==> src/rtl/aes_lite_param_core.sv <==
// Iterative lightweight block cipher core (PRESENT S-box + rotate + key-add), DATA_W bits, ROUNDS rounds.
// Latency: encrypt ROUNDS+1 cycles, decrypt 2*ROUNDS+1 cycles from the accepting edge to out_valid.
// Backpressure: result held in DONE with out_valid high until out_ready; start accepted only in IDLE.
//
// Ports:
//   clk, rst_n      clock and synchronous active-low reset
//   start, mode     request (IDLE only) and direction (0 = encrypt, 1 = decrypt)
//   data_in, key_in operands, sampled together with start
//   busy            high whenever the core is not IDLE
//   out_valid       result valid (DONE state)
//   out_ready       consumer accepts the result
//   data_out        result register, kept until the next operation completes
//   round_cnt       current round index (debug)
module aes_lite_param_core #(
    parameter int DATA_W = 8,
    parameter int ROUNDS = 4
) (
    input  logic              clk,
    input  logic              rst_n,
    input  logic              start,
    input  logic              mode,
    input  logic [DATA_W-1:0] data_in,
    input  logic [DATA_W-1:0] key_in,
    output logic              busy,
    output logic              out_valid,
    input  logic              out_ready,
    output logic [DATA_W-1:0] data_out,
    output logic [3:0]        round_cnt
);

    typedef enum logic [1:0] {IDLE, KEYX, ROUND, DONE} state_t;

    localparam logic [3:0] LAST = 4'(ROUNDS);

    state_t            state, state_nx;
    logic [DATA_W-1:0] s_q, s_nx;
    logic [DATA_W-1:0] k_q, k_nx;
    logic [DATA_W-1:0] dout_q, dout_nx;
    logic              mode_q, mode_nx;
    logic [3:0]        cnt_q, cnt_nx;

    logic [DATA_W-1:0] k_fwd, k_bwd, enc_s, dec_s;

    function automatic logic [3:0] sbox4(input logic [3:0] x);
        case (x)
            4'h0: sbox4 = 4'hC;  4'h1: sbox4 = 4'h5;  4'h2: sbox4 = 4'h6;  4'h3: sbox4 = 4'hB;
            4'h4: sbox4 = 4'h9;  4'h5: sbox4 = 4'h0;  4'h6: sbox4 = 4'hA;  4'h7: sbox4 = 4'hD;
            4'h8: sbox4 = 4'h3;  4'h9: sbox4 = 4'hE;  4'hA: sbox4 = 4'hF;  4'hB: sbox4 = 4'h8;
            4'hC: sbox4 = 4'h4;  4'hD: sbox4 = 4'h7;  4'hE: sbox4 = 4'h1;  default: sbox4 = 4'h2;
        endcase
    endfunction

    function automatic logic [3:0] sinv4(input logic [3:0] x);
        case (x)
            4'h0: sinv4 = 4'h5;  4'h1: sinv4 = 4'hE;  4'h2: sinv4 = 4'hF;  4'h3: sinv4 = 4'h8;
            4'h4: sinv4 = 4'hC;  4'h5: sinv4 = 4'h1;  4'h6: sinv4 = 4'h2;  4'h7: sinv4 = 4'hD;
            4'h8: sinv4 = 4'hB;  4'h9: sinv4 = 4'h4;  4'hA: sinv4 = 4'h6;  4'hB: sinv4 = 4'h3;
            4'hC: sinv4 = 4'h0;  4'hD: sinv4 = 4'h7;  4'hE: sinv4 = 4'h9;  default: sinv4 = 4'hA;
        endcase
    endfunction

    function automatic logic [DATA_W-1:0] sub_word(input logic [DATA_W-1:0] x, input logic inv);
        logic [DATA_W-1:0] y;
        y = '0;
        for (int i = 0; i < DATA_W / 4; i++) begin
            y[4*i +: 4] = inv ? sinv4(x[4*i +: 4]) : sbox4(x[4*i +: 4]);
        end
        return y;
    endfunction

    function automatic logic [DATA_W-1:0] rotl(input logic [DATA_W-1:0] x, input int n);
        return (x << n) | (x >> (DATA_W - n));
    endfunction

    function automatic logic [DATA_W-1:0] rotr(input logic [DATA_W-1:0] x, input int n);
        return (x >> n) | (x << (DATA_W - n));
    endfunction

    function automatic logic [DATA_W-1:0] rc(input logic [3:0] r);
        return {{(DATA_W-4){1'b0}}, r};
    endfunction

    // k_q holds k_{r-1} before encrypt round r and k_r before decrypt round r,
    // so both directions step the key alongside the state in the same cycle.
    always_comb begin
        k_fwd = rotl(k_q, 3) ^ rc(cnt_q);
        k_bwd = rotr(k_q ^ rc(cnt_q), 3);
        enc_s = rotl(sub_word(s_q, 1'b0), 1) ^ k_fwd;
        dec_s = sub_word(rotr(s_q ^ k_q, 1), 1'b1);
    end

    always_comb begin
        state_nx = state;
        s_nx     = s_q;
        k_nx     = k_q;
        dout_nx  = dout_q;
        mode_nx  = mode_q;
        cnt_nx   = cnt_q;
        case (state)
            IDLE: begin
                if (start) begin
                    mode_nx = mode;
                    k_nx    = key_in;
                    cnt_nx  = 4'd1;
                    if (mode) begin
                        s_nx     = data_in;
                        state_nx = KEYX;
                    end else begin
                        s_nx     = data_in ^ key_in;
                        state_nx = ROUND;
                    end
                end
            end
            KEYX: begin
                // Walk the schedule forward to k_ROUNDS; the counter parks at ROUNDS
                // so decrypt rounds can count down from there.
                k_nx = k_fwd;
                if (cnt_q == LAST) begin
                    state_nx = ROUND;
                end else begin
                    cnt_nx = cnt_q + 4'd1;
                end
            end
            ROUND: begin
                if (!mode_q) begin
                    s_nx = enc_s;
                    k_nx = k_fwd;
                    if (cnt_q == LAST) begin
                        dout_nx  = enc_s;
                        state_nx = DONE;
                    end else begin
                        cnt_nx = cnt_q + 4'd1;
                    end
                end else begin
                    k_nx = k_bwd;
                    if (cnt_q == 4'd1) begin
                        // Inverse key step from k_1 yields k0, the final whitening key.
                        s_nx     = dec_s ^ k_bwd;
                        dout_nx  = dec_s ^ k_bwd;
                        state_nx = DONE;
                    end else begin
                        s_nx   = dec_s;
                        cnt_nx = cnt_q - 4'd1;
                    end
                end
            end
            DONE: begin
                // start is deliberately not looked at here: the handshake cycle only returns to IDLE.
                if (out_ready) begin
                    state_nx = IDLE;
                end
            end
            default: state_nx = IDLE;
        endcase
    end

    always_ff @(posedge clk) begin
        if (!rst_n) begin
            state  <= IDLE;
            s_q    <= '0;
            k_q    <= '0;
            dout_q <= '0;
            mode_q <= 1'b0;
            cnt_q  <= 4'd0;
        end else begin
            state  <= state_nx;
            s_q    <= s_nx;
            k_q    <= k_nx;
            dout_q <= dout_nx;
            mode_q <= mode_nx;
            cnt_q  <= cnt_nx;
        end
    end

    assign busy      = (state != IDLE);
    assign out_valid = (state == DONE);
    assign data_out  = dout_q;
    assign round_cnt = cnt_q;

endmodule

==> config.mk <==
export PLATFORM = sky130hd
export DESIGN_NAME = aes_lite_param_core
export DESIGN_NICKNAME = d
export VERILOG_FILES = /design/src/rtl/aes_lite_param_core.sv
export SDC_FILE = /design/constraint.sdc
export NUM_CORES = 1
export LEC_CHECK = 0
export CORE_MARGIN = 8
export CORE_UTILIZATION = 55
export CTS_CLUSTER_SIZE = 14
export DETAILED_ROUTE_END_ITERATION = 7
export PLACE_DENSITY_LB_ADDON = 0.1
export SKIP_LAST_GASP = 1
export SYNTH_ARGS = -nofsm -noshare
export SYNTH_HDL_FRONTEND = slang
export SYNTH_SLANG_ARGS = --single-unit
==> constraint.sdc <==
create_clock -name clk -period 5.5 [get_ports clk]
set_clock_uncertainty 0.1 [all_clocks]
set_input_delay 1.1 -clock clk [delete_from_list [all_inputs] [get_ports clk]]
set_output_delay 1.1 -clock clk [all_outputs]
set_load 0.02 [all_outputs]
## Yosys cells after proc, flatten, opt, wreduce, memory -nomap -nowiden

Memory sizes are Yosys's and may differ from the RTL's. A register that Yosys moved wholly into a read port is not among the register bits.
Cells that the tools add are included.

| word-level totals | value |
|---|---|
| bits in registers | 31 |
| ROM bits | 256 |
| bits of input ports | 21 |
| output and inout bits | 14 |
| memories kept | 4 |

Memories:

| name | depth | bits a word | read ports | clocked after Yosys merged registers in | wr ports | line | text |
|---|---|---|---|---|---|---|---|
| (name not given) | 16 | 4 | 1 | 1 | 0 | 45 | `case (x)` |
| (name not given) | 16 | 4 | 1 | 1 | 0 | 45 |  |
| (name not given) | 16 | 4 | 1 | 0 | 0 | 54 | `case (x)` |
| (name not given) | 16 | 4 | 1 | 0 | 0 | 54 |  |

| operators by class | value |
|---|---|
| add/sub/neg operators | 2 |
| eq/ne operators | 12 |
| muxes and demuxes | 28 |
| bitwise logic cells | 10 |
| reduce and logical (&&, ||, !) cells | 11 |

Operator list:

| kind | count |
|---|---|
| $mux W8 | 9 |
| $mux W4 | 8 |
| $xor A8 B8 Y8 | 4 |
| $pmux W8 S3 | 1 |
| $pmux W8 S2 | 1 |
| $xor A8 B4 Y8 | 2 |
| $mux W2 | 7 |
| $pmux W4 S3 | 1 |
| $ne A3 B3 Y1 const B | 3 |
| $or A5 B8 Y8 | 1 |
| $or A7 B8 Y8 | 1 |
| $or A8 B1 Y8 | 1 |
| $or A8 B3 Y8 | 1 |
| $pmux W2 S4 | 1 |
| $reduce_and A2 Y1 | 3 |
| $reduce_and A3 Y1 | 2 |
| $reduce_bool A2 Y1 | 3 |
| $reduce_and A5 Y1 | 1 |
| $add A4 B1 Y4 const B | 1 |
| $eq A2 B2 Y1 const B | 2 |
| $eq A4 B1 Y1 const B | 1 |
| $eq A4 B3 Y1 const B | 1 |
| $ne A2 B1 Y1 const B | 2 |
| $ne A2 B2 Y1 const B | 2 |
| other kinds (4) | 4 |

## Depth between registers and ports, before layout

Gate-level depths: netlist of the first run.
An unclocked memory read counts as a cell.

| logic depth | value |
|---|---|
| word-level depth | 9 |
| mapped depth | 15 |

## Least setup slack after synthesis of the first run

No wires, ideal clock.

| path | value |
|---|---|
| path type | reg-to-reg |
| start | register k_q[5] |
| end | register (tool-made name) |
| library setup time | 86 ps |
| arrival time | 3160 ps |
| data required time | 5314 ps |
| path slack | 2154 ps |
| cell stages (with the launch flop) | 14 |
| buffers on the path | 1 |
| clock period less this slack | 3346 ps |
| cells stage by stage | dfxtp_1 -> buf_2 -> xnor2_1 -> inv_1 -> ha_1 -> mux4_2 -> xor2_1 -> nor2_1 -> o31ai_1 -> inv_1 -> ha_1 -> nand2b_1 -> a32o_1 -> a211oi_1 |

RTL lines:

| element | line | text |
|---|---|---|
| start, declared | 37 | `logic [DATA_W-1:0] k_q, k_nx;` |
| start signal, assigned | 168 | `k_q <= k_nx;` |

==> flow_metrics.tcl, run 1 <==
set metrics [dict create \
    cts_resized 0 \
    relSlewSlack_pct 50.60 \
    final_common_cell "nand2_1" \
    setup_viol_count_final 0 \
    worstPathArrival_ns 3.97 \
    clock_latency_ns 0.30 \
    io_pins 35 \
    area_growth_pct 10.57 \
    first_pass_iters 7 \
    cts_buffers 5 \
    synth-seq-cells 39 \
    grt_max_degree 41 \
    clockBufferDepth 2 \
    netlist_instances 460 \
    hold_violations 0 \
    dpl-instance-area_um2 4148 \
    final_area_um2 4265 \
    die_y_um 99.75 \
    rows 30 \
    cts_tree "built" \
    core_area_um2 6794 \
    drcViolationCount 0 \
    track_usage_pct 22.13 \
    place.gp.congestion 0.9181 \
    rsz0062_at_grt "false" \
    yosys_warnings 0 \
    via_per_inst 6.278 \
    timing.setup.tns_ns 0 \
    cp.required_ns 5.63 \
    end_kind "flop" \
    clk_pin_slew_worst_paths_ns 0.08 \
    cellPowerDensity_nw_per_um2 670.2 \
    postCtsHoldBufs 0 \
    r2r_slack_ns 1.66 \
    p_leak_nw 1.714 \
    grt_overflow 0 \
    worst-setup-path-type "reg -> reg" \
    hpwlAfterDp_mm 8.131 \
    ys_types 72 \
    port_buffers 34 \
    drt_iter0_markers 337 \
    instances_no_fill 568 \
    final_net_count 520 \
    antenna_found_initial 0 \
    ys_seq_area_share_pct 20.24 \
    yosys_most_used_dff "dfxtp_1" \
    floorplan.initialDensity_pct 56.78 \
    status "completed" \
    final.min_clock_period_ns 3.843 \
    regToRegStartpoint "k_q[5]" \
    diodes 0 \
    wl_per_cell_um 19.20 \
    cap_violations 0 \
    async_flop_share_pct 0 \
    clock_sinks 39 \
    grt_pass1_wl_mm 17.81 \
    slew_violations 0 \
    drt-total-wl_mm 10.91 \
    post-cts-setup-buffers 0 \
    fp.dieW_um 99.75 \
    startpoint "k_q[5]" \
    worstRegToRegCells 12 \
    grt_pass1_vias 3308 \
    crit_path_max_fanout 8 \
    irDropWorstVdd_uv 271.0 \
    die_area_um2 9949 \
    drive_gt1_share_pct 8.263 \
    synth_area_per_cell_um2 8.386 \
    num_vias 3566 \
    cts-root-buf "clkbuf_8" \
    syn_nets 509 \
    ant_nets 0 \
    synth-edff-count 0 \
    syn_area_um2 3857 \
    h-tree-depth 2 \
    worst_pin_slew_ns 0.7409 \
    final_cell_mix "41 x nand2_1, 39 x dfxtp_1, 34 x clkdlybuf4s50_1" \
    fmax_mhz 260.2 \
    final.period_utilization_pct 69.87 \
    dpl.cell_count 560 \
    cp-start-kind "flop" \
    hp-class "reg -> reg" \
]
## report_power, final
group / switching, mW / total [mW] / internal [mW]
sequential: 0.187 / 0.565 / 0.379
combinational: 1.15 / 2.03 / 0.883
clock: 0.113 / 0.260 / 0.147
## layout make-up
cell class,instances,area (µm²)
timing repair buffer,38,370.4
clock buffer,6,82.58
inverter,26,100.1
multi-input combinational,361,2776
sequential,39,780.7
fill,590,2529
tap,96,120.1
clock inverter,2,35.03
## layer usage
metal | vias up | GRT usage (%) | share of wire, %
li1 | 1672 | - | -
met1 | 1670 | 31.16 | 45
met2 | 202 | 33.40 | 44
met3 | 22 | 3.771 | 9.2
met4 | 0 | 6.170 | 2.0
met5 | - | 0 | 0
## kinds of logic (layout without fill, tap and decap cells)
family | count (synthesis) | in the layout | share of synthesized area (%)
compound gates | 119 | 119 | 23.03
simple gates | 130 | 130 | 17.45
buf+inv | 60 | 72 | 7.785
fa+ha+maj | 28 | 28 | 9.082
mux | 37 | 37 | 10.57
flops | 39 | 39 | 20.24
xor+xnor | 47 | 47 | 11.84
## worst max-delay path: stages, from the launching register on
cell	delay, ns
dfxtp_1	0.45
xnor2_1	0.54
inv_1	0.13
ha_1	0.26
mux4_2	0.52
xor2_1	0.17
nor2_1	0.10
o31ai_1	0.50
inv_1	0.13
ha_1	0.31
nand2b_1	0.14
a32o_1	0.21
a211oi_1	0.20
## Yosys cell counts, types with 3 or more instances
master	n	area share (%)
a211o_1	4	0.91
clkbuf_1	14	1.4
a21oi_1	18	2.3
o31ai_1	5	0.97
and2_1	9	1.5
buf_2	10	1.3
mux2i_1	25	6.5
nand2_1	41	4.0
a221oi_1	3	0.68
nor4_1	4	0.65
o22ai_1	5	0.81
nor2_1	25	2.4
o211ai_1	9	1.8
a21boi_0	14	2.7
ha_1	28	9.1
dfxtp_1	39	20
mux2_2	10	2.9
buf_6	5	1.5
nand2b_1	7	1.1
inv_1	24	2.3
xor2_1	19	4.3
nor3_1	4	0.52
nor2b_1	12	1.9
a211oi_1	7	1.4
o21ai_0	15	1.9
nand3_1	9	1.2
nand4_1	3	0.49
a32oi_1	4	0.91
xnor2_1	25	5.7
a221o_1	7	1.8
and3_1	4	0.65
## metrics by stage
stage	setup slack [ns]	hold slack (ns)	total power [mW]	utilization, %
floorplan	2.154	0.3997	2.161	-
global placement	1.574	0.3514	2.513	61.05
detailed placement	1.528	0.3615	2.550	61.05
CTS	1.677	0.3707	2.824	62.78
global route	1.299	0.3983	3.085	62.78
finish	1.657	0.3671	2.859	62.78
## how the worst min path moves through the flow
stage / slack, ns / cells past startpoint / start / to
final: 0.37 / 2 / data_out[0] / data_out[0]
after detailed placement: 0.36 / 2 / data_out[1] / data_out[1]
after global routing: 0.40 / 2 / data_out[0] / data_out[0]
after global placement: 0.35 / 2 / data_out[1] / data_out[1]
after floorplan: 0.40 / 2 / k_q[0] / k_q[0]
after CTS: 0.37 / 2 / data_out[1] / data_out[1]
No activity file was read; power rests on OpenSTA's default activity.
==> run 2, diff against run 1 <==
--- a/config.mk
+++ b/config.mk
@@ -6,7 +6,7 @@
 export NUM_CORES = 1
 export LEC_CHECK = 0
 export CORE_MARGIN = 8
-export CORE_UTILIZATION = 55
+export CORE_UTILIZATION = 53
 export CTS_CLUSTER_SIZE = 14
 export DETAILED_ROUTE_END_ITERATION = 7
 export PLACE_DENSITY_LB_ADDON = 0.1
==> constraint.sdc (replaced) <==
create_clock -name clk -period 3.1 [get_ports clk]
set_clock_uncertainty 0.1 [all_clocks]
set_input_delay 0.62 -clock clk [delete_from_list [all_inputs] [get_ports clk]]
set_output_delay 0.62 -clock clk [all_outputs]
set_load 0.02 [all_outputs]
==> run 2 against run 1 <==
Combinational power increased by 150%. Hold slack improved by 0.0099 ns. Sequential power increased by 63%. Worst setup slack got worse by 1.6 ns. Clock-buffer cell count unchanged. Via count increased by 6.6%. Non-clock buffer count increased by 69. Routed wire length increased by 14%. Global-route usage increased by 2.2 points. Sequential share of layout area decreased by 2.5 points. Sequential cell count unchanged. Critical path type unchanged. Highest routed layer unchanged.
==> flow_metrics.tcl, run 2 (synthesis gave the netlist of run 1 again) <==
set metrics [dict create \
    setup_viol_count_final 0 \
    cellPowerDensity_nw_per_um2 1275 \
    cap_violations 0 \
    drive_gt1_share_pct 27.17 \
    slew_violations 0 \
    crit_path_max_fanout 4 \
    fp.dieW_um 101.3 \
    hp-start "data_out[1]" \
    rows 31 \
    final_area_um2 5069 \
    hold_violations 0 \
    hpwlAfterDp_mm 9.405 \
    final_common_cell "buf_4" \
    clk_pin_slew_worst_paths_ns 0.08 \
    drt-total-wl_mm 12.45 \
    postCtsHoldBufs 0 \
    io_pins 35 \
    dpl-instance-area_um2 4626 \
    cts_buffers 5 \
    clockBufferDepth 2 \
    end_kind "flop" \
    relSlewSlack_pct 57.33 \
    cts-root-buf "clkbuf_8" \
    first_pass_iters 5 \
    dpl.cell_count 622 \
    cp-start-kind "flop" \
    timing.setup.tns_ns 0 \
    instances_no_fill 640 \
    p_leak_nw 2.089 \
    final_cell_mix "73 x buf_4, 39 x nand2_1, 34 x clkdlybuf4s50_1" \
    clock_latency_ns 0.29 \
    worst-setup-path-type "reg -> reg" \
    holdPathEnd "data_out[1]" \
    core_area_um2 7137 \
    r2r_slack_ns 0.09 \
    grt_pass1_vias 3708 \
    final_net_count 589 \
    grt_overflow 0 \
    ant_nets 0 \
    clock_sinks 39 \
    crit_slowest_cell "dfxtp_2" \
    port_buffers 34 \
    die_y_um 101.3 \
    drcViolationCount 0 \
    fmax_mhz 331.8 \
    floorplan.initialDensity_pct 54.05 \
    grt_max_degree 22 \
    cts_tree "built" \
    status "completed" \
    area_growth_pct 31.40 \
    track_usage_pct 24.31 \
    hp-class "reg -> reg" \
    place.gp.congestion 0.9162 \
    worst_pin_slew_ns 0.6377 \
    cp.required_ns 3.21 \
    wl_per_cell_um 19.45 \
    irDropWorstVdd_uv 509.4 \
    worstRegToRegCells 13 \
    final.min_clock_period_ns 3.014 \
    regToRegStartpoint "s_q[2]" \
    hold_depth 2 \
    antenna_found_initial 0 \
    cp_cell_sequence "xor2_2 -> buf_4 -> ha_1 -> mux2_4 -> and4_1 -> nor4_2 -> a22o_1 -> buf_4 -> and2_4 -> ha_4 -> mux2i_1 -> a21boi_1 -> a311oi_1" \
    drt_iter0_markers 306 \
    worstPathArrival_ns 3.12 \
    die_area_um2 10260 \
    grt_pass1_wl_mm 19.53 \
    via_per_inst 5.941 \
    path_common_cell "buf_4" \
    num_vias 3802 \
    final.period_utilization_pct 97.22 \
    h-tree-depth 2 \
    max_stage_delay_ns 0.34 \
    diodes 0 \
]
-- run 2: area by class of cell --
class | count | area, µm²
multi-input combinational | 361 | 3023
clock buffer | 6 | 72.57
tap | 99 | 123.9
fill | 578 | 2068
sequential | 39 | 800.8
timing repair buffer | 107 | 888.4
clock inverter | 2 | 60.06
inverter | 26 | 100.1
-- run 2: worst max path at each step --
stage,from,end,cells after the start
after detailed placement,mode,flop,11
after global routing,k_q[1],flop,13
after global placement,mode,flop,10
after CTS,k_q[6],flop,12
after floorplan,k_q[6],flop,12
final,s_q[2],flop,13
-- run 2: where the power goes --
| group | switching [mW] | leakage (nW) | total, mW | internal (mW) |
|---|---|---|---|---|
| sequential | 0.230 | 0.325 | 0.923 | 0.693 |
| clock | 0.190 | 0.0654 | 0.512 | 0.322 |
| combinational | 2.61 | 1.70 | 5.03 | 2.42 |
| total | 3.03 | 2.09 | 6.46 | 3.43 |
-- run 2: layer usage --
metal / track usage, % / up-vias / routed length [µm]
li1: - / 1804 / -
met1: 33.31 / 1797 / 5691
met2: 37.70 / 171 / 5491
met3: 4.055 / 30 / 865
met4: 7.789 / 0 / 399
met5: 0 / - / 0
-- run 2: what timing repair did --
action | CTS | global route
buffers inserted | 7 | 3
pin swaps | 7 | 14
resized for setup | 21 | 29
cloned | 0 | 0
endpoints found under the setup margin | 4 | 7
-- run 2: critical path, delay by kind of cell, from the launching register on --
kind / cells / cell delay [ns]
multiplexers: 2 / 0.42
buffers and inverters: 2 / 0.30
XOR/XNOR: 1 / 0.19
flip-flops: 1 / 0.34
AO/OA/AOI/OAI: 3 / 0.60
AND/OR/NAND/NOR: 3 / 0.58
adder cells (fa/ha/maj): 2 / 0.39
-- run 2: per-stage QoR --
stage	hold WS [ns]	setup WS, ns	power, mW	util, %
after floorplan	0.3997	0.03622	3.875	-
after global placement	0.3484	-0.05478	5.160	64.81
after detailed placement	0.3552	-0.1371	5.263	64.81
after CTS	0.3662	-0.007243	6.090	68.86
after global routing	0.4055	-0.03208	6.893	71.02
final	0.3770	0.08632	6.462	71.02
